**config.mk**
```make
export PLATFORM = sky130hd
export DESIGN_NAME = vector_ops_pipe
export DESIGN_NICKNAME = d
export VERILOG_FILES = /design/src/rtl/vector_ops_pipe.sv
export SDC_FILE = /design/constraint.sdc
export NUM_CORES = 1
export LEC_CHECK = 0
export ABC_CLOCK_PERIOD_IN_PS = 2500
export CORE_ASPECT_RATIO = 0.6
export CORE_MARGIN = 5
export CORE_UTILIZATION = 50
export DETAILED_ROUTE_END_ITERATION = 16
export GPL_ROUTABILITY_DRIVEN = 0
export HOLD_SLACK_MARGIN = 0.05
export MAX_ROUTING_LAYER = met4
export PLACE_DENSITY = 0.85
export REMOVE_ABC_BUFFERS = 1
export SYNTH_ARGS = -nofsm -noshare
export SYNTH_HDL_FRONTEND = slang
export SYNTH_SLANG_ARGS = --single-unit
```
**constraint.sdc**
```tcl
create_clock -name clk -period 2.5 [get_ports clk]
set_input_delay 0.5 -clock clk [delete_from_list [all_inputs] [get_ports clk]]
set_output_delay 0.5 -clock clk [all_outputs]
set_load 0.02 [all_outputs]
```
**src/rtl/vector_ops_pipe.sv**
```systemverilog
// vector_ops_pipe: pipelined vector-ops block with a 2-entry output skid buffer.
// Each accepted word produces:
//  - a reduction selected by in_mode (AND/OR/XOR/XNOR over all WIDTH bits),
//  - a SLICE_W-bit field starting at SLICE_LSB,
//  - a bit-reversed copy,
//  - a popcount, only when VEC_POPCNT_EN is defined.
// Without VEC_POPCNT_EN the out_popcnt port and its storage do not exist.
//
// Handshake (both sides): a beat transfers on a rising edge where valid && ready.
//  - in_ready and out_valid are registered decodes of the buffer state.
//    Neither depends combinationally on in_valid or out_ready.
//  - A source offering a word while in_ready=0 must hold it until it is taken.
//  - Output fields are stable while out_valid=1 and out_ready=0.
module vector_ops_pipe #(
  parameter int WIDTH     = 8,
  parameter int SLICE_LSB = 0,
  parameter int SLICE_W   = 4
) (
  input  logic                          clk,
  input  logic                          rst_n,
  input  logic [WIDTH-1:0]              in_data,
  input  logic [1:0]                    in_mode,
  input  logic                          in_valid,
  output logic                          in_ready,
  output logic                          out_reduce,
  output logic [SLICE_W-1:0]            out_slice,
  output logic [WIDTH-1:0]              out_rev,
`ifdef VEC_POPCNT_EN
  output logic [$clog2(WIDTH+1)-1:0]    out_popcnt,
`endif
  output logic                          out_valid,
  input  logic                          out_ready
);

`ifdef VEC_POPCNT_EN
  localparam int CW = $clog2(WIDTH+1);
`endif

  // Buffer occupancy; state is the debug view of the skid buffer.
  typedef enum logic [1:0] {
    EMPTY = 2'd0,
    ONE   = 2'd1,
    TWO   = 2'd2
  } state_t;

  state_t state;

  logic in_ready_q;
  logic out_valid_q;

  // Head entry drives the outputs directly; tail holds the skid word.
  logic               head_reduce;
  logic [SLICE_W-1:0] head_slice;
  logic [WIDTH-1:0]   head_rev;
  logic               tail_reduce;
  logic [SLICE_W-1:0] tail_slice;
  logic [WIDTH-1:0]   tail_rev;
`ifdef VEC_POPCNT_EN
  logic [CW-1:0]      head_popcnt;
  logic [CW-1:0]      tail_popcnt;
  logic [CW-1:0]      new_popcnt;
`endif

  logic               new_reduce;
  logic [SLICE_W-1:0] new_slice;
  logic [WIDTH-1:0]   new_rev;

  logic push;
  logic pop;

  assign push = in_valid && in_ready_q;
  assign pop  = out_valid_q && out_ready;

  // Mode-selected reduction and field extraction of the incoming word.
  always_comb begin
    new_reduce = 1'b0;
    case (in_mode)
      2'b00:   new_reduce = &in_data;
      2'b01:   new_reduce = |in_data;
      2'b10:   new_reduce = ^in_data;
      default: new_reduce = ~(^in_data);
    endcase
    new_slice = in_data[SLICE_LSB +: SLICE_W];
  end

  // Bit reversal: new_rev[i] takes in_data[WIDTH-1-i].
  always_comb begin
    new_rev = '0;
    for (int i = 0; i < WIDTH; i++) begin
      new_rev[i] = in_data[WIDTH-1-i];
    end
  end

`ifdef VEC_POPCNT_EN
  // Count of ones in the incoming word.
  always_comb begin
    new_popcnt = '0;
    for (int i = 0; i < WIDTH; i++) begin
      new_popcnt = new_popcnt + CW'(in_data[i]);
    end
  end
`endif

  // Skid-buffer FSM with registered ready/valid.
  // in_ready_q stays low through reset and rises on the first edge after release.
  always_ff @(posedge clk or negedge rst_n) begin
    if (!rst_n) begin
      state       <= EMPTY;
      in_ready_q  <= 1'b0;
      out_valid_q <= 1'b0;
      head_reduce <= 1'b0;
      head_slice  <= '0;
      head_rev    <= '0;
      tail_reduce <= 1'b0;
      tail_slice  <= '0;
      tail_rev    <= '0;
`ifdef VEC_POPCNT_EN
      head_popcnt <= '0;
      tail_popcnt <= '0;
`endif
    end else begin
      case (state)
        EMPTY: begin
          in_ready_q <= 1'b1;
          if (push) begin
            head_reduce <= new_reduce;
            head_slice  <= new_slice;
            head_rev    <= new_rev;
`ifdef VEC_POPCNT_EN
            head_popcnt <= new_popcnt;
`endif
            state       <= ONE;
            out_valid_q <= 1'b1;
          end else begin
            out_valid_q <= 1'b0;
          end
        end
        ONE: begin
          if (push && pop) begin
            // The head leaves and the new word replaces it.
            head_reduce <= new_reduce;
            head_slice  <= new_slice;
            head_rev    <= new_rev;
`ifdef VEC_POPCNT_EN
            head_popcnt <= new_popcnt;
`endif
          end else if (push) begin
            tail_reduce <= new_reduce;
            tail_slice  <= new_slice;
            tail_rev    <= new_rev;
`ifdef VEC_POPCNT_EN
            tail_popcnt <= new_popcnt;
`endif
            state       <= TWO;
            in_ready_q  <= 1'b0;
          end else if (pop) begin
            // Head fields are left as-is; out_valid=0 marks them stale.
            state       <= EMPTY;
            out_valid_q <= 1'b0;
          end
        end
        TWO: begin
          if (pop) begin
            head_reduce <= tail_reduce;
            head_slice  <= tail_slice;
            head_rev    <= tail_rev;
`ifdef VEC_POPCNT_EN
            head_popcnt <= tail_popcnt;
`endif
            state       <= ONE;
            in_ready_q  <= 1'b1;
          end
        end
        default: begin
          state       <= EMPTY;
          in_ready_q  <= 1'b0;
          out_valid_q <= 1'b0;
        end
      endcase
    end
  end

  assign in_ready   = in_ready_q;
  assign out_valid  = out_valid_q;
  assign out_reduce = head_reduce;
  assign out_slice  = head_slice;
  assign out_rev    = head_rev;
`ifdef VEC_POPCNT_EN
  assign out_popcnt = head_popcnt;
`endif

endmodule

```
* Word level (Yosys, flattened, before mapping)
Index checks and enable logic that the tools add are counted.
** Cells by class
- Equality and inequality tests :: 12
- Mux-type cells :: 28
- Bitwise logic cells :: 3
- Reductions and logical operators :: 14
** Operators with widths (number)
- 8-bit two-way mux :: 3
- 8-bit one-hot mux with 3 select lines :: 1
- 2-bit != test, second input constant :: 7
- 4-bit two-way mux :: 3
- 1-bit one-hot mux with 3 select lines :: 4
- 4-bit one-hot mux with 3 select lines :: 1
- 4-bit AND reduction :: 3
- 1-bit two-way mux :: 10
- 2-bit two-way mux :: 5
- 8-bit AND reduction :: 1
- 8-bit OR reduction :: 1
- 8-bit XOR reduction :: 1
- 2-bit one-hot mux with 3 select lines :: 1
- 3-bit AND reduction :: 2
- 2-bit by 1-bit equality test with 1-bit output, second input constant :: 2
- 2-bit equality test, second input constant :: 2
- 2-bit zero test :: 2
- 1-bit logical AND :: 3
- 3-bit != test, second input constant :: 1
- 1-bit inverter :: 3
- 3-bit nonzero test :: 1
** Word-level totals
- Bits in registers :: 30
- Word-level logic and storage cells :: 66

* Depth between registers and ports, before layout
Gate-level depths: netlist of the first run.
- Depth after elaboration :: 5
- Gate-level depth with buffers :: 6
- Gate-level depth less buffers :: 6

* Worst setup path before layout of the first run
Ideal clock, no wire load.
- Path kind :: input -> register
- Start :: input in_data[2]
- End :: register head_reduce, in the netlist out_reduce
- Library setup time :: 0.081 ns
- Arrival :: 1.765 ns
- Slack :: 0.654 ns
- Stages on the path :: 6
- Buffers on the path :: 0
- Cells stage by stage :: inv_1 > ha_1 > xnor3_1 > xnor2_1 > a211o_1 > a31oi_2
** Between the ends
- Longest elaborated chain between the ends :: 5
** Ends and longest elaborated chain
- start: declaration :: RTL line 21 : input logic [WIDTH-1:0] in_data,
- 8-bit XOR reduction :: RTL line 80, 81
- 1-bit inverter :: RTL line 81 : default: new_reduce = ~(^in_data);
- 1-bit one-hot mux with 3 select lines (*) :: RTL line 77 : case (in_mode)
- 1-bit two-way mux (on tied branches) :: RTL line 139, 125
- 1-bit one-hot mux with 3 select lines (*) :: RTL line 122 : case (state)
- end signal: assignment :: RTL line 126 : head_reduce <= new_reduce;
- end signal: assignment :: RTL line 141 : head_reduce <= new_reduce;
- end signal: assignment :: RTL line 164 : head_reduce <= tail_reduce;
- end: declaration :: RTL line 52 : logic head_reduce;
Mark *: on every way between the ends. The rest lies on a longest branch, timed or not. The select of a mux whose other input is x is not followed.
A chain may end at the register's enable or synchronous reset.

* Worst setup path in the final report of the first run
Ends and elaborated chain as after synthesis.

==> results.toml, run 1 <==
[layout]
fin_util_pct = 68.3
fin_cells = 181
finalNetCount = 175
drive_above_1_share_pct = 6.62
antenna_cells = 0
areaGrowthSynthToFinish_pct = 25.5
nFillCells = 168

[hold_path]
hp-class = "flip-flop to flip-flop"

[floorplan]
rows = 13
start_util_pct = 54.4
dieArea_mm2 = 0.00356
core_area_mm2 = 0.00224
die_y_um = 48.3
die-width_um = 73.8
io_pins = 29

[synth]
avgSynthCellArea_um2 = 9.69
yosysWarningCount = 0
syn_area_mm2 = 0.00122
seq_area_frac_synth_pct = 45.1
yosysTopAreaCell = "dfrtp_1"
yosysMostFrequentCell = "dfrtp_1"
synthTopCellsByArea = "dfrtp_1 45%, ha_1 8.2%, a21oi_1 7.0%"
synth-main-ff-cell = "dfrtp_1"
synth_edf_count = 0
netlist_instances = 126
yosys.area.top_type_share_pct = 45.1
async_flop_share_pct = 100
synth_commonest_cells = "22 x dfrtp_1, 17 x a21oi_1, 17 x nor2_1"
synth_seq_cells = 22
ys_types = 29

[placement]
dp.cells = 178
hpwl_um = 1970
pre_cts_ws_ns = 0.0538
io_buffers = 28

[clock_tree]
cts_setup_buffers = 0
ctsHoldBuffers = 0
postCtsResizedCells = 0
clk_path_buf_depth = 2
clock_sinks = 22
cts_tree = "built"
numCtsBuffers = 3
cts_max_level = 1
clockRootBuffer = "clkbuf_8"
clk_latency_ns = 0.26
path_clk_slew_ns = 0.07

[sta]
final.setup.tns_ns = 0
period_minus_slack_ns = 2.19
finalCritPeriodShare_pct = 87.7
max_freq_mhz = 456
max_slew_margin_pct = 57.1
rsz0062_at_grt = "false"
hold_viol_final = 0
slew_viol_final = 0
finalSetupViolations = 0
whs_ns = 0.483
fin_ws_ns = 0.307
finalClockSkew_ns = 0.00275
worstMarginPinSlew_ns = 0.643

[route]
vias = 971
ant_nets = 0
detail_route.wl_per_cell_um = 14.6
vias_per_cell = 5.36
firstDrtPassIters = 4
totalWireLength_um = 2640
drt_iter0_markers = 74
drc = 0

[critical_path]
reg2reg_depth = 4
worst_setup_path_end_kind = "flip-flop"
worst_path_max_delay_cell = "clkdlybuf4s50_1"
crit_arrival_ns = 2.38
path_class = "input pin to flip-flop"
regToRegSetupSlack_ns = 0.84
crit_start = "in_data[2]"
critical_path.cell_chain = "clkdlybuf4s50_1 > inv_1 > ha_1 > xnor3_1 > xnor2_1 > a211o_1 > a31oi_2"
startpoint_type = "input pin"
endpoint = "out_reduce"
worstPathMaxFanout = 3
slowest_delay_ns = 0.50
r2r_start = "state[0]"
worst_r2r_endpoint = "tail_reduce"
required_ns = 2.68

[grt]
antenna_found_initial = 0
track_usage_pct = 17.0
grt_max_degree = 23
first_global_vias = 943
gr-total-overflow = 0
grt_pass1_wl_um = 4380

[outcome]
status = "completed"

[power]
power_density_mw_per_mm2 = 1180
vdd_drop_max_mv = 0.676
leakage_uw = 0.000700

[job]
cap_violations = 0
cells by family after synthesis:
logic type,share of synthesized area (%)
xor gates and xnor gates,4.00
adders and majority gates,8.20
DFF,45.1
buffers and inverters,8.20
AOI/OAI and AO/OA,21.5
and+or+nand+nor,13.0
cell type report:
| type | instances | area (um2) | area share, % |
|---|---|---|---|
| Clock buffer | 3 | 41.3 | 2.69 |
| Timing Repair Buffer | 30 | 295 | 19.3 |
| Tap cell | 30 | 37.5 | 2.45 |
| Multi-Input combinational cell | 86 | 571 | 37.2 |
| Inverter | 10 | 37.5 | 2.45 |
| Sequential cell | 22 | 551 | 35.9 |
power breakdown:
| part | switching (uW) | internal (uW) |
|---|---|---|
| registers | 134 | 529 |
| clock network | 106 | 107 |
| logic | 497 | 433 |
state kept, by name (all words and copies together) (netlist names):
register	count
in_ready	1
out_reduce	1
out_rev	5
out_slice	3
out_valid	1
state	2
tail_reduce	1
tail_rev	5
tail_slice	3
through the flow:
stage / cell area [um2] / power, uW
final: 1530 / 1810
after global routing: 1530 / 1940
after global placement: 1490 / 1560
after CTS: 1530 / 1820
after floorplan: 1160 / 1200
after detailed placement: 1490 / 1600
worst min path at each step:
stage / start / end / slack, ns / cells past startpoint
5_1_grt: tail_reduce / tail_reduce / 0.51 / 1
6_report: tail_slice[0] / tail_slice[0] / 0.48 / 2
4_1_cts: tail_slice[0] / tail_slice[0] / 0.49 / 2
2_1_floorplan: rst_n / in_ready / 0.20 / 0
3_3_place_gp: tail_reduce / tail_reduce / 0.46 / 1
3_5_place_dp: tail_slice[0] / tail_slice[0] / 0.47 / 2
critical path: cells and delay by family:
kind	cells	cell delay [ns]
XOR/XNOR	2	0.55
AO/OA/AOI/OAI	2	0.48
adder cells (fa/ha/maj)	1	0.28
buffers and inverters	2	0.58
per-layer routing:
layer | part of all wire, % | up-vias | global-route usage [%]
met5 | 0 | - | -
met2 | 46 | 25 | 27.8
met3 | 5.6 | 2 | 5.14
met4 | 0.42 | 0 | 2.53
li1 | - | 477 | -
met1 | 48 | 467 | 21.7
layout by cell type, fill, tap and decap left out:
| cell | instances |
|---|---|
| a21boi_4 | 1 |
| a21oi_2 | 1 |
| or2b_1 | 1 |
| nand2_1 | 14 |
| a31oi_2 | 1 |
| inv_1 | 10 |
| buf_4 | 2 |
| a32o_1 | 1 |
| o22ai_1 | 2 |
| o32ai_4 | 1 |
| o21ai_0 | 9 |
| a41o_1 | 1 |
| clkdlybuf4s50_1 | 28 |
| ha_1 | 8 |
| nand4b_1 | 1 |
| xnor3_1 | 1 |
| a211o_1 | 1 |
| nand4_2 | 1 |
| o22a_1 | 1 |
| a21oi_1 | 17 |
| dfrtp_1 | 22 |
| a211oi_1 | 1 |
| xnor2_1 | 2 |
| a21o_1 | 1 |
| nor2_1 | 17 |
| xor2_1 | 1 |
| nand2b_1 | 1 |
| and2b_1 | 1 |
| clkbuf_8 | 3 |
Note: power is estimated with default switching activity, not from simulation.
==> inputs of run 2 (changes only) <==
--- a/config.mk
+++ b/config.mk
@@ -12,3 +12,2 @@
 export DETAILED_ROUTE_END_ITERATION = 16
-export GPL_ROUTABILITY_DRIVEN = 0
 export HOLD_SLACK_MARGIN = 0.05
@@ -17,2 +16,3 @@
 export REMOVE_ABC_BUFFERS = 1
+export SKIP_LAST_GASP = 1
 export SYNTH_ARGS = -nofsm -noshare
--- a/constraint.sdc
+++ b/constraint.sdc
@@ -3,2 +3,2 @@
 set_output_delay 0.5 -clock clk [all_outputs]
-set_load 0.02 [all_outputs]
+set_load 0.1 [all_outputs]
==> results.toml, run 2 (synthesized netlist as in run 1, its figures left out) <==
[sta]
final.setup.tns_ns = 0
max_slew_margin_pct = 57.4
hold_viol_final = 0
worstMarginPinSlew_ns = 0.639
finalCritPeriodShare_pct = 88.7
slew_viol_final = 0
finalClockSkew_ns = 0.00191
rsz0062_at_grt = "false"
period_minus_slack_ns = 2.22
max_freq_mhz = 451
finalSetupViolations = 0

[grt]
grtUsageMet3_pct = 5.14
grt_pass1_wl_um = 4330
grt_util_met2_pct = 27.5
grt_max_degree = 23
track_usage_pct = 17.3
antenna_found_initial = 0
grt.met1_usage_pct = 22.6
gr-total-overflow = 0
first_global_vias = 901
grt-busiest-layer = "met2"

[clock_tree]
postCtsResizedCells = 0
cts_max_level = 1
cts_setup_buffers = 0
numCtsBuffers = 3
clockRootBuffer = "clkbuf_8"
clock_sinks = 22
clk_latency_ns = 0.26
ctsHoldBuffers = 0
clk_path_buf_depth = 2
cts_tree = "built"
path_clk_slew_ns = 0.08

[critical_path]
regToRegSetupSlack_ns = 0.81
reg2reg_depth = 4
worstPathMaxFanout = 3
worst_setup_path_end_kind = "flip-flop"
required_ns = 2.68
path_class = "input pin to flip-flop"
worst_r2r_endpoint = "tail_reduce"
crit_arrival_ns = 2.40
startpoint_type = "input pin"
r2r_start = "state[0]"

[floorplan]
io_pins = 29
start_util_pct = 54.4
die_y_um = 48.3
rows = 13
core_area_mm2 = 0.00224
die-width_um = 73.8
dieArea_mm2 = 0.00356

[layout]
drive_above_1_share_pct = 17.1
final_cell_mix = "22 x dfrtp_1, 17 x nor2_1, 17 x a21oi_1, 17 x buf_4, 14 x nand2_1"
final_common_cell = "dfrtp_1"
antenna_cells = 0
areaGrowthSynthToFinish_pct = 23.6
nFillCells = 177
finalNetCount = 175

[job]
cap_violations = 0

[outcome]
status = "completed"

[route]
ant_nets = 0
detail_route.wl_per_cell_um = 14.7
vias_per_cell = 5.24
drc = 0
totalWireLength_um = 2680
drt_iter0_markers = 68
firstDrtPassIters = 4
vias = 953

[hold_path]
whs_endpoint = "tail_reduce"
holdPathStages = 1
hp-class = "flip-flop to flip-flop"
min-delay-start = "tail_reduce"

[placement]
io_buffers = 28
gp_congestion = 0.809
hpwl_um = 1940
run 2: cell type report:
class,count,area [um2],area share [%]
Timing Repair Buffer,30,258,17.1
Multi-Input combinational cell,86,571,37.8
Tap cell,30,37.5,2.49
Clock buffer,4,55.1,3.65
Inverter,10,37.5,2.49
Sequential cell,22,551,36.5
run 2: worst max-delay path by stage:
stage                     depth (start not counted)         end  startpoint  slack [ns]
after global placement                            7  out_reduce  in_data[0]        0.12
after floorplan                                   4  out_reduce    in_ready        0.40
final                                             7  out_reduce  in_data[2]        0.28
after global routing                              7  out_reduce  in_data[2]        0.18
after detailed placement                          7  out_reduce  in_data[2]        0.02
after CTS                                         7  out_reduce  in_data[2]        0.29
run 2: stage by stage:
stage / util [%] / worst slack, ns / hold slack (ns) / cell area [um2] / cells
3_5_place_dp: 64.8 / 0.0150 / 0.470 / 1450 / 178
5_1_grt: 67.2 / 0.178 / 0.519 / 1510 / 182
2_1_floorplan: - / 0.405 / 0.204 / 1160 / 118
4_1_cts: 67.2 / 0.288 / 0.488 / 1510 / 182
6_report: 67.2 / 0.284 / 0.483 / 1510 / 182
3_3_place_gp: 64.8 / 0.122 / 0.460 / 1450 / 178
run 2: critical path, stage by stage:
cell             delay, ns
clkdlybuf4s50_1       0.50
inv_1                 0.07
ha_1                  0.28
xnor3_1               0.39
xnor2_1               0.16
a211o_1               0.33
a31oi_2               0.18
run 2: routing by layer:
metal	up-vias	wire, um
li1	475	-
met5	-	0
met3	2	187
met2	34	1240
met4	0	12
met1	442	1240
Power of run 2 is not shown: default switching activity piles up to over one toggle a cycle in this logic, so the estimate is an artifact.
